==> src/rtl/skew_fifo_bank_pkg.sv <==
// Shared constants and FSM encoding for the skewed five-lane FIFO bank.
package skew_fifo_pkg;

  localparam int N     = 32;
  localparam int LANES = 5;
  localparam int DEPTH = 16;
  localparam int AW    = 4;

  typedef enum logic [1:0] {
    IDLE  = 2'b00,
    DRAIN = 2'b01,
    TAIL  = 2'b10
  } state_t;

endpackage

==> src/rtl/skew_fifo_bank_if.sv <==
// Write/drain bus of skew_fifo_bank; SKEW_FIFO_OVF_EN adds the sticky ovf vector.
interface skew_fifo_bank_if;
  import skew_fifo_pkg::*;

  logic [N-1:0]     wr_data;
  logic [2:0]       wr_lane;
  logic             wr_valid;
  logic             start;
  logic [N-1:0]     row0;
  logic [N-1:0]     row1;
  logic [N-1:0]     row2;
  logic [N-1:0]     row3;
  logic [N-1:0]     row4;
  logic [LANES-1:0] row_valid;
  logic [LANES-1:0] full;
  logic             busy;
  logic             done;
`ifdef SKEW_FIFO_OVF_EN
  logic [LANES-1:0] ovf;

  modport master (
    output wr_data, wr_lane, wr_valid, start,
    input  row0, row1, row2, row3, row4, row_valid, full, busy, done, ovf
  );
  modport slave (
    input  wr_data, wr_lane, wr_valid, start,
    output row0, row1, row2, row3, row4, row_valid, full, busy, done, ovf
  );
`else
  modport master (
    output wr_data, wr_lane, wr_valid, start,
    input  row0, row1, row2, row3, row4, row_valid, full, busy, done
  );
  modport slave (
    input  wr_data, wr_lane, wr_valid, start,
    output row0, row1, row2, row3, row4, row_valid, full, busy, done
  );
`endif

endinterface

==> src/rtl/skew_fifo_bank_lane_fifo.sv <==
// Single lane FIFO: register-array storage, registered dout that reads zero when not popping.
module lane_fifo
  import skew_fifo_pkg::*;
(
  input  logic         clk,
  input  logic         clr,
  input  logic         push,
  input  logic [N-1:0] din,
  input  logic         pop,
  output logic [N-1:0] dout,
  output logic         empty,
  output logic         full
);

  logic [N-1:0]  mem [DEPTH];
  logic [AW-1:0] wr_ptr;
  logic [AW-1:0] rd_ptr;
  logic [AW:0]   count;
  logic          do_push;
  logic          do_pop;

  assign empty   = (count == '0);
  assign full    = (count == (AW+1)'(DEPTH));
  assign do_push = push && !full;
  // Pop only sees current contents, so a same-cycle push never falls through.
  assign do_pop  = pop && !empty;

  always_ff @(posedge clk) begin
    if (do_push) mem[wr_ptr] <= din;
  end

  always_ff @(posedge clk) begin
    if (clr) begin
      wr_ptr <= '0;
      rd_ptr <= '0;
      count  <= '0;
      dout   <= '0;
    end else begin
      if (do_push) wr_ptr <= wr_ptr + 1'b1;
      if (do_pop)  rd_ptr <= rd_ptr + 1'b1;
      count <= count + (AW+1)'(do_push) - (AW+1)'(do_pop);
      dout  <= do_pop ? mem[rd_ptr] : '0;
    end
  end

endmodule

==> src/rtl/skew_fifo_bank.sv <==
// Five-lane FIFO bank draining into systolic-array rows with a one-cycle-per-lane skew.
// Optional feature macro: SKEW_FIFO_OVF_EN (sticky per-lane overflow flags on bus.ovf).
module skew_fifo_bank
  import skew_fifo_pkg::*;
(
  input  logic             clk,
  input  logic             clr,
  skew_fifo_bank_if.slave  bus
);

  state_t           state;
  state_t           state_nx;
  logic [2:0]       sc;
  logic [2:0]       sc_nx;
  logic [2:0]       tc;
  logic [LANES-1:0] push;
  logic [LANES-1:0] pop_p0;
  logic [LANES-1:0] empty;
  logic [LANES-1:0] full;
  logic [LANES-1:0] rv_p1;
  logic [N-1:0]     row_p1 [LANES];

  assign sc_nx = (sc == 3'(LANES-1)) ? sc : sc + 3'd1;

  // Write decode: lane codes at or above LANES match no lane and are dropped.
  for (genvar i = 0; i < LANES; i++) begin : g_lane
    assign push[i] = bus.wr_valid && (bus.wr_lane == 3'(i));

    lane_fifo u_fifo (
      .clk   (clk),
      .clr   (clr),
      .push  (push[i]),
      .din   (bus.wr_data),
      .pop   (pop_p0[i]),
      .dout  (row_p1[i]),
      .empty (empty[i]),
      .full  (full[i])
    );
  end

  always_ff @(posedge clk) begin
    if (clr) begin
      state <= IDLE;
      sc    <= '0;
      tc    <= '0;
    end else begin
      state <= state_nx;
      sc    <= (state == DRAIN) ? sc_nx : 3'd0;
      tc    <= (state == TAIL) ? tc + 3'd1 : 3'd0;
    end
  end

  // Leave DRAIN once the last lane is enabled from the next cycle on and nothing is buffered.
  always_comb begin
    state_nx = state;
    case (state)
      IDLE:    if (bus.start) state_nx = DRAIN;
      DRAIN:   if ((sc_nx == 3'(LANES-1)) && (&empty)) state_nx = TAIL;
      TAIL:    if (tc == 3'(LANES-2)) state_nx = IDLE;
      default: state_nx = IDLE;
    endcase
  end

  always_comb begin
    bus.busy = (state != IDLE);
    bus.done = (state == TAIL) && (tc == 3'(LANES-2));
    pop_p0   = '0;
    for (int i = 0; i < LANES; i++) begin
      pop_p0[i] = (state == DRAIN) && (sc >= 3'(i)) && !empty[i];
    end
  end

  // p0 -> p1: pop decision becomes the registered row-valid flag beside lane dout.
  always_ff @(posedge clk) begin
    if (clr) rv_p1 <= '0;
    else     rv_p1 <= pop_p0;
  end

  assign bus.row0      = row_p1[0];
  assign bus.row1      = row_p1[1];
  assign bus.row2      = row_p1[2];
  assign bus.row3      = row_p1[3];
  assign bus.row4      = row_p1[4];
  assign bus.row_valid = rv_p1;
  assign bus.full      = full;

`ifdef SKEW_FIFO_OVF_EN
  logic [LANES-1:0] ovf_q;

  always_ff @(posedge clk) begin
    if (clr) ovf_q <= '0;
    else     ovf_q <= ovf_q | (push & full);
  end

  assign bus.ovf = ovf_q;
`endif

endmodule

==> src/flat_wrapper.sv <==
// flat-port wrapper written by rule: the top's interface ports become plain ports
module skew_fifo_bank_flat import skew_fifo_pkg::*;
  (clk, clr, bus_wr_data, bus_wr_lane, bus_wr_valid, bus_start, bus_row0, bus_row1, bus_row2, bus_row3, bus_row4, bus_row_valid, bus_full, bus_busy, bus_done);
  skew_fifo_bank_if bus_i ();
  input  logic clk;
  input  logic clr;
  input wire logic [$bits(bus_i.wr_data)-1:0] bus_wr_data;
  input wire logic [$bits(bus_i.wr_lane)-1:0] bus_wr_lane;
  input wire logic [$bits(bus_i.wr_valid)-1:0] bus_wr_valid;
  input wire logic [$bits(bus_i.start)-1:0] bus_start;
  output wire logic [$bits(bus_i.row0)-1:0] bus_row0;
  output wire logic [$bits(bus_i.row1)-1:0] bus_row1;
  output wire logic [$bits(bus_i.row2)-1:0] bus_row2;
  output wire logic [$bits(bus_i.row3)-1:0] bus_row3;
  output wire logic [$bits(bus_i.row4)-1:0] bus_row4;
  output wire logic [$bits(bus_i.row_valid)-1:0] bus_row_valid;
  output wire logic [$bits(bus_i.full)-1:0] bus_full;
  output wire logic [$bits(bus_i.busy)-1:0] bus_busy;
  output wire logic [$bits(bus_i.done)-1:0] bus_done;
  assign bus_i.wr_data = bus_wr_data;
  assign bus_i.wr_lane = bus_wr_lane;
  assign bus_i.wr_valid = bus_wr_valid;
  assign bus_i.start = bus_start;
  assign bus_row0 = bus_i.row0;
  assign bus_row1 = bus_i.row1;
  assign bus_row2 = bus_i.row2;
  assign bus_row3 = bus_i.row3;
  assign bus_row4 = bus_i.row4;
  assign bus_row_valid = bus_i.row_valid;
  assign bus_full = bus_i.full;
  assign bus_busy = bus_i.busy;
  assign bus_done = bus_i.done;
  skew_fifo_bank u_core (.clk(clk), .clr(clr), .bus(bus_i));
endmodule
==> config.mk <==
export PLATFORM = sky130hd
export DESIGN_NAME = skew_fifo_bank_flat
export DESIGN_NICKNAME = d
export VERILOG_FILES = /design/src/rtl/skew_fifo_bank_pkg.sv /design/src/rtl/skew_fifo_bank_if.sv /design/src/rtl/skew_fifo_bank_lane_fifo.sv /design/src/rtl/skew_fifo_bank.sv /design/src/flat_wrapper.sv
export SDC_FILE = /design/constraint.sdc
export NUM_CORES = 2
export LEC_CHECK = 0
export CORE_MARGIN = 2
export CORE_UTILIZATION = 40
export DETAILED_ROUTE_END_ITERATION = 8
export PLACE_DENSITY = 0.52
export SYNTH_ARGS = -nofsm -noshare
export SYNTH_HDL_FRONTEND = slang
export SYNTH_SLANG_ARGS = --single-unit
==> constraint.sdc <==
create_clock -name clk -period 5.45 [get_ports clk]
set_input_delay 0.545 -clock clk [delete_from_list [all_inputs] [get_ports clk]]
set_output_delay 0.545 -clock clk [all_outputs]
set_load 0.01 [all_outputs]
==> impl_results.md <==
- Top Ports: 211
- Grt peak-use layer: met1
- Hold Path Depth: 1
- Area Overhead vs Synth: 16.4%
- Critical path launch point type: flip-flop
- Synth unique cells: 58
- Antenna violations before repair: 28
- TritonRoute pass-1 iters: 5
- Overall global routing resource usage: 19.8%
- Worst-path clk slew: 60 ps
- Count of final setup violators: 0
- Clock skew: 72.0 ps
- Chip width: 516 um
- Routing usage on met3: 3.60%
- Nets: 5304
- Fmax achieved: 286 MHz
- Yosys warns: 0
- Largest net degree at the start of global routing: 91
- Worst R2R End: u_core.g_lane[1].u_fifo.count[4]
- Total internal power: 36.2 mW
- Max-slew violation count: 0
- Worst skew pair latency: 950 ps
- Commonest non-fill, non-tap cell in the layout: edfxtp_1
- Max-Cap Viols: 0
- Fin cells: 8950
- Crit share post-route: 64.1%
- Initial Util: 40.1%
- Antenna-violating nets left: 0
- Critical Path Sink Type: flip-flop
- Comb pwr share: 4.1%
- Reg2Reg Depth: 11
- GPL Wtd Cong: 0.748
- Setup TNS Final: 0 ps
- Asr flop ratio synth: 0%
- Pleak: 37.1 nW
- CTS resizes: 0
- Min Tclk post-route: 3490 ps
- Starting DRT DRC Count: 5086
- Sequential fraction of the synthesis area: 77.8%
- EDFF count, synth: 2560
- Peak supply drop: 358 uV
- # Post-CTS Setup Buffers: 0
- Final hold viol count: 0
- Wire per inst: 29.5 um
- Min-delay src: bus_wr_data[16]
- Core Rows: 188
- Core area: 262000 um^2
- R2R Path Start: u_core.state[0]
- Hold endpoint: u_core.g_lane[1].u_fifo.mem[7][16]
- First-pass GRT wire length: 374000 um
- Syn_area_per_cell: 22.1 um^2
- Sw Ratio: 20.7%
- Switching Power: 9.45 mW
- CTS tree: yes
- Reg power frac: 51.9%
- P per Cell Area: 373 nW/um^2
- H-tree lvl count: 5
- Tightest Hold Check Type: input port to flip-flop
- Met1 usage: 30.0%
- Worst-path fanout max: 10
- M2 GR Usage: 29.8%
- WP data arrival: 4240 ps
- Final wirelength: 264000 um
- Post-DP HPWL: 151000 um
- R2R setup slack: 1960 ps
- FILL cells: 21.7k
- RSZ-0062 raised after global routing: no
- Layout cells sized above 1: 28.5%
- Number of remaining DRC errors: 0
- Port Buffers: 210
- Synthesized flop and latch total: 2798
- Netlist Area Pre-Place: 105000 um^2
- Vias in the first global route: 49.7k
- Syn Nets: 4838
- CTS Hold Bufs: 15
- Clock power share: 44.0%
- Slew HR: 20.3%
- GRT overflow: 0
- Clk sinks: 2798
- Clock buffer count from CTS: 311
- Status: finished, final reports clean
- Top FF cell, synth: edfxtp_1
- Slew @ Worst Pin: 1200 ps
- Vias per cell: 5.44
- Synth Instances: 4737
- CTS Root Cell: clkbuf_16
- Vias: 48.7k
- CP required: 6200 ps
- Crit path kind: flip-flop to flip-flop
- CTS max path bufs: 4
- Dpl cells: 8390
- Die height: 516 um
- Area of the die: 266000 um^2
- Most frequent cells in the layout: edfxtp_1, mux4_2, clkbuf_16
==> how the worst max path moves through the flow <==
stage	slack (ps)	end	from
finish	1960	u_core.g_lane[1].u_fifo.count[4]	u_core.state[0]
global route	1630	u_core.g_lane[1].u_fifo.count[4]	u_core.state[0]
CTS	1860	u_core.g_lane[1].u_fifo.count[4]	u_core.state[0]
detailed placement	1240	u_core.g_lane[2].u_fifo.mem[10][9]	bus_wr_lane[2]
global placement	1310	u_core.g_lane[2].u_fifo.count[4]	bus_wr_lane[2]
floorplan	1300	u_core.g_lane[1].u_fifo.mem[0][0]	bus_wr_lane[1]
==> power by group through the flow <==
stage	Combinational [mW]	Clock, mW	Sequential, mW
2_1_floorplan	1.03	0	24.0
3_3_place_gp	1.87	0	24.1
3_5_place_dp	1.88	0	24.1
4_1_cts	1.89	20.5	23.7
5_1_grt	2.00	21.4	23.7
6_report	1.85	20.1	23.7
==> flip-flops by register name (all words and copies together), names as in the netlist <==
signal,flops
u_core.g_lane.u_fifo.dout,160
u_core.tc,3
u_core.state,2
u_core.sc,3
u_core.g_lane.u_fifo.count,25
u_core.g_lane.u_fifo.rd_ptr,20
u_core.bus.row_valid,5
u_core.g_lane.u_fifo.mem,2560
u_core.g_lane.u_fifo.wr_ptr,20
==> worst max-delay path, cell delays in order, from the launching register on <==
cell	delay (ps)
dfxtp_1	680
nand2b_1	320
buf_4	290
nor3_1	670
xor2_1	200
ha_1	190
inv_1	60
fa_1	410
nor2b_1	170
o21bai_1	100
a21oi_1	160
nor3b_1	60
==> per-layer routing <==
layer	up-vias	share of wire, %
met5	-	0
met4	0	1.9
met3	314	6.7
met2	1570	46
met1	26300	46
li1	20500	-
==> cell type report <==
cell class	count	area, um^2	area share [%]
diodes	7	17.5	0.0143
clock buffers	419	8540	7.00
clock inverters	119	1130	0.922
inverters	56	210	0.172
multi-input cells	1643	22500	18.4
flip-flops and latches	2798	81700	66.9
well taps	3515	4400	3.60
repair buffers	393	3590	2.94
==> cells by family (layout without fill, tap and decap cells) <==
group	Yosys count	after routing	synth area share, %
DFF	2798	2798	77.8
and+or+nand+nor	407	407	1.93
AOI/OAI and AO/OA	228	228	1.44
other	0	7	0
adders and majority gates	62	62	0.775
buffers and inverters	296	987	1.27
muxes	905	905	16.4
xor gates and xnor gates	41	41	0.342
==> synth_stat cells, types with 13 or more instances <==
cell	instances	area [um^2]
inv_1	56	210
buf_1	33	124
nor2b_1	16	100
clkbuf_1	102	383
a21oi_1	15	75.1
a22o_2	29	290
nor3_1	29	145
mux2_2	129	1450
xor2_1	16	140
o21ai_1	124	621
dfxtp_1	238	4760
edfxtp_1	2560	76900
xnor2_1	25	219
mux4_2	640	14400
ha_1	57	713
nand2_1	153	574
nand3_1	17	85.1
buf_2	84	420
nand2b_1	13	81.3
a221o_1	32	320
nor2_1	119	447
mux2i_1	136	1360
==> per-stage QoR <==
| step | power, mW | util, % | worst slack (ps) | area, um^2 | hold WS, ps |
|---|---|---|---|---|---|
| after floorplan | 25.1 | - | 1300 | 105000 | 399 |
| after global placement | 26.0 | 42.9 | 1310 | 112000 | 409 |
| after detailed placement | 26.0 | 42.9 | 1240 | 112000 | 433 |
| after CTS | 46.1 | 46.7 | 1860 | 122000 | 8.87 |
| after global routing | 47.1 | 46.7 | 1630 | 122000 | 43.4 |
| final | 45.6 | 46.7 | 1960 | 122000 | 91.6 |
Power figures use the tool's default switching activity.
